### config.mk
export PLATFORM = sky130hd
export DESIGN_NAME = uart_tx_arbiter
export DESIGN_NICKNAME = d
export VERILOG_FILES = /design/src/rtl/uart_tx_arbiter.sv
export SDC_FILE = /design/constraint.sdc
export NUM_CORES = 1
export LEC_CHECK = 0
export CORE_ASPECT_RATIO = 0.6
export CORE_MARGIN = 2
export CORE_UTILIZATION = 42
export DETAILED_ROUTE_END_ITERATION = 8
export PLACE_DENSITY = 0.95
export SLEW_MARGIN = 5
export SYNTH_ARGS = -nofsm -noshare
export SYNTH_HDL_FRONTEND = slang
export SYNTH_SLANG_ARGS = --single-unit
### constraint.sdc
create_clock -name clk -period 3.58 [get_ports clk]
set_input_delay 0.358 -clock clk [delete_from_list [all_inputs] [get_ports clk]]
set_output_delay 0.358 -clock clk [all_outputs]
set_load 0.02 [all_outputs]
### src/rtl/uart_tx_arbiter.sv
// Round-robin byte arbiter feeding a single UART transmitter via a ready/valid/busy handshake.
// Optional message lock (whole message per requester) enabled by defining UART_TX_ARB_LOCK_EN.
module uart_tx_arbiter #(
    parameter int NUM_REQ = 4
) (
    input  logic                       clk,
    input  logic                       rst,
    input  logic [NUM_REQ-1:0]         req_valid,
    input  logic [NUM_REQ*8-1:0]       req_data,
    input  logic [NUM_REQ-1:0]         req_last,
    output logic [NUM_REQ-1:0]         req_ready,
    input  logic                       tx_ready,
    output logic [7:0]                 tx_data,
    output logic                       tx_valid,
    output logic [$clog2(NUM_REQ)-1:0] grant_id,
    output logic                       busy
);
    localparam int IW = $clog2(NUM_REQ);

    typedef enum logic [1:0] {
        IDLE,
        ISSUE,
        WAIT_BUSY,
        WAIT_DONE
    } state_t;

    state_t               state;
    state_t               state_next;
    logic [IW-1:0]        last_grant;
    logic [NUM_REQ-1:0]   eligible;
    logic [IW-1:0]        winner;
    logic [IW-1:0]        cand;
    logic                 found;
    logic                 accept;

`ifdef UART_TX_ARB_LOCK_EN
    logic          locked;
    logic [IW-1:0] lock_owner;

    always_comb begin
        eligible = req_valid;
        if (locked) eligible = req_valid & (NUM_REQ'(1) << lock_owner);
    end

    always_ff @(posedge clk or posedge rst) begin
        if (rst) begin
            locked     <= 1'b0;
            lock_owner <= '0;
        end else if (accept) begin
            locked     <= !req_last[winner];
            lock_owner <= winner;
        end
    end
`else
    logic unused_last;
    assign unused_last = ^req_last;
    assign eligible    = req_valid;
`endif

    // First eligible requester strictly after last_grant, wrapping around.
    always_comb begin
        found  = 1'b0;
        winner = '0;
        cand   = '0;
        for (int unsigned i = 1; i <= NUM_REQ; i++) begin
            cand = IW'((32'(last_grant) + i) % NUM_REQ);
            if (!found && eligible[cand]) begin
                found  = 1'b1;
                winner = cand;
            end
        end
    end

    assign accept = (state == IDLE) && tx_ready && found && !rst;
    assign busy   = (state != IDLE);

    always_comb begin
        req_ready = '0;
        if (accept) req_ready[winner] = 1'b1;
    end

    always_comb begin
        state_next = state;
        unique case (state)
            IDLE:      if (accept) state_next = ISSUE;
            ISSUE:     state_next = WAIT_BUSY;
            WAIT_BUSY: if (!tx_ready) state_next = WAIT_DONE;
            WAIT_DONE: if (tx_ready) state_next = IDLE;
            default:   state_next = IDLE;
        endcase
    end

    always_ff @(posedge clk or posedge rst) begin
        if (rst) state <= IDLE;
        else     state <= state_next;
    end

    always_ff @(posedge clk or posedge rst) begin
        if (rst) begin
            tx_valid   <= 1'b0;
            tx_data    <= '0;
            grant_id   <= '0;
            last_grant <= IW'(NUM_REQ - 1);
        end else begin
            tx_valid <= accept;
            if (accept) begin
                tx_data  <= req_data[8*winner +: 8];
                grant_id <= winner;
            end
            if (state == WAIT_DONE && tx_ready) last_grant <= grant_id;
        end
    end
endmodule

==> results.json <==
{
  "globalplace.congestion": 0.788,
  "rsz_0062_raised_after_global_routing": "no",
  "layout.cells.most_common_list": "clkdlybuf4s50_1, inv_1, dfrtp_1",
  "setup_total_negative_slack_ns": 0,
  "die_area_mm2": 0.00308,
  "floorplan.die.height_um": 43.8,
  "clkTransAtPathRegs_ns": 0.06,
  "worst_slew_margin_pct": 61.9,
  "stdcell_count": 199,
  "yosysTopAreaCellShare_pct": 29.3,
  "count_of_tritonroute_iterations_in_the_first_routing_pass": 4,
  "crit_path_top_delay_cell": "clkdlybuf4s50_1",
  "place_area_mm2": 0.00163,
  "irDropWorstVdd_v": 0.000433,
  "critical-path-top-cell-by-count": "clkdlybuf4s50_1",
  "drt_via_density": 5.30,
  "gr-max-usage-layer": "met2",
  "hpwlAfterDp_mm": 2.27,
  "fmax_ghz": 0.345,
  "place_inst": 195,
  "cts_num_sinks": 15,
  "critical_path.cell_chain": "clkdlybuf4s50_1, or2_1, a311oi_1, nand2_1, nor2b_1, clkdlybuf4s50_1",
  "cap_viol_max_count": 0,
  "comb_power_share_pct": 58.0,
  "layout_commonest_cell": "clkdlybuf4s50_1",
  "antenna-diode-count": 0,
  "met1_demand_to_capacity_share_in_global_routing_pct": 28.6,
  "number_of_failing_setup_endpoints_in_the_final_timing_report": 0,
  "synth.ff_latch_count": 15,
  "gr-usage-met3_pct": 5.12,
  "grt_pass1_vias": 1036,
  "timing_worst_setup_path_type": "in -> out",
  "hold_path.class": "reg -> reg",
  "drt-initial-drc-count": 54,
  "route.detailed.drc": 0,
  "holdBufCountCts": 0,
  "period_minus_slack_ns": 2.90,
  "route.antenna.remaining_nets": 0,
  "power.switching_mw": 0.444,
  "post_synth_instance_area_mm2": 0.00111,
  "cts_buffers": 3,
  "final.period_utilization_pct": 81.1,
  "power.clock.fraction_pct": 12.6,
  "final_layout_size_suffix_gt1_share_pct": 14.4,
  "ys_dominant_reg_cell": "dfrtp_1",
  "initial_utilization_pct": 44.3,
  "cts_post_setup_buffers_inserted": 0,
  "cts-resized-gates": 0,
  "clk_path_buf_depth": 2,
  "non_filler_cell_area_final_mm2": 0.00168,
  "port_buffers": 54,
  "tritoncts": "built",
  "synth_warnings": 0,
  "ioPinCount": 59,
  "cts_root_buf": "clkbuf_8",
  "yosys-top-cells-area": "dfrtp_1, a211oi_2, mux2i_1, dfstp_2, a31oi_1",
  "synth_enable_flop_cells": 0,
  "postSynthAreaPerCell_um2": 9.74,
  "largest_net_degree_at_the_start_of_global_routing": 22,
  "postSynthNetCount": 161,
  "timing.critical_path.arrival_ns": 2.54,
  "slew_viol_final": 0,
  "required_time_at_the_worst_slack_endpoint_ns": 3.22,
  "ys_types": 30,
  "critical_path_peak_fanout": 6,
  "worstSkewPairLatency_ns": 0.25,
  "synth_top_cell_by_area": "dfrtp_1",
  "final.hold.worst_slack_ns": 0.507,
  "swShare_pct": 41.0,
  "asyncSetResetFlopFracSynth_pct": 100,
  "layout.nets": 215,
  "overall_global_routing_resource_usage_pct": 20.6,
  "rows": 14,
  "critPathMaxStageDelay_ns": 0.61,
  "core_mm2": 0.00250,
  "post-layout-total-power_mw": 1.08,
  "outcome": "finished clean",
  "share_seq_of_total_power_pct": 29.4,
  "overflow_left_after_global_routing": 0,
  "vias": 1055,
  "cellPowerDensity_mw_per_mm2": 645,
  "drt-total-wl_mm": 2.84,
  "worstMarginPinSlew_ns": 0.571,
  "synth-seq-area-share_pct": 34.0,
  "synthesis.instances": 114,
  "grt_pass1_wl_mm": 4.94,
  "clock-skew-final_ns": 0.00334,
  "timing_hold_violations_final": 0,
  "static-leakage-power_nw": 0.697,
  "timing.critical_path.from_type": "input port",
  "initial_antenna_violation_count": 0,
  "grtUsageMet2_pct": 32.1,
  "crit_end_category": "output pin",
  "intPower_mw": 0.640,
  "h-tree-depth": 1,
  "area.growth.synth_to_final_pct": 51.3,
  "route.detailed.wl_per_inst_um": 14.3,
  "floorplan.die.width_um": 70.4
}
## through the flow
stage / setup WS, ns / util (%)
CTS: 0.676 / 67.0
floorplan: 1.62 / -
global route: 0.499 / 67.0
global placement: 0.715 / 65.2
finish: 0.678 / 67.0
detailed placement: 0.705 / 65.2
## final timing paths
path | depth (start not counted) | slack [ns] | to | start
worst max-delay path | 6 | 0.68 | req_ready[2] | req_valid[1]
max in group asynchronous | 2 | 2.68 | last_grant[0]$_DFFE_PP1P_ | rst
worst min-delay path | 2 | 0.51 | last_grant[1]$_DFFE_PP1P_ | last_grant[1]$_DFFE_PP1P_
min in group asynchronous | 2 | 0.53 | tx_data[3]$_DFFE_PP0P_ | rst
worst min register to register | 2 | 0.51 | last_grant[1]$_DFFE_PP1P_ | last_grant[1]$_DFFE_PP1P_
worst max register to register | 5 | 1.61 | tx_data[1]$_DFFE_PP0P_ | last_grant[0]$_DFFE_PP1P_
## registers in the layout, indices dropped and copies added (netlist names)
register    count
tx_data         8
grant_id        2
last_grant      2
state           2
tx_valid        1
## cell usage after synthesis (2+ instances only)
cell,number
ha_1,4
o21ai_0,3
nand2_1,4
nor2b_1,3
dfstp_2,2
a31oi_1,8
a211oi_1,5
a21oi_1,2
mux2i_1,9
a211oi_2,11
inv_1,13
nand2b_1,4
mux2_2,2
buf_6,4
buf_2,2
nor2_1,12
dfrtp_1,13
## area by class of cell
type / instances / area, µm²
Fill cell: 192 / 826
Multi-Input combinational cell: 78 / 604
Timing Repair Buffer: 57 / 563
Sequential cell: 15 / 378
Inverter: 13 / 48.8
Clock buffer: 4 / 45.0
Tap cell: 32 / 40.0
## metal layers
layer | routed length (µm) | share of wire, % | vias up
met3 | 191 | 6.7 | 4
li1 | - | - | 508
met2 | 1280 | 45 | 36
met5 | 0 | 0 | -
met4 | 25 | 0.88 | 0
met1 | 1340 | 47 | 507
## cells by family (layout without fill, tap and decap cells)
| kind of cell | count (synthesis) | count (layout) | synth area share (%) |
|---|---|---|---|
| buffers and inverters | 21 | 74 | 11.5 |
| DFF | 15 | 15 | 34.0 |
| and+or+nand+nor | 30 | 30 | 14.1 |
| AOI/OAI and AO/OA | 33 | 33 | 25.7 |
| adders and majority gates | 4 | 4 | 4.51 |
| muxes | 11 | 11 | 10.1 |
## critical path: cells and delay by family
| family | cells | cell delay (ns) |
|---|---|---|
| simple gates | 3 | 0.63 |
| compound gates | 1 | 0.45 |
| buf+inv | 2 | 1.10 |
## power groups by stage
stage	combinational, mW	clock, mW	sequential, mW
after floorplan	0.378	0	0.382
after global placement	0.607	0	0.315
after detailed placement	0.630	0	0.321
after CTS	0.633	0.137	0.319
after global routing	0.686	0.149	0.329
final	0.629	0.137	0.318
Power figures use the tool's default switching activity.
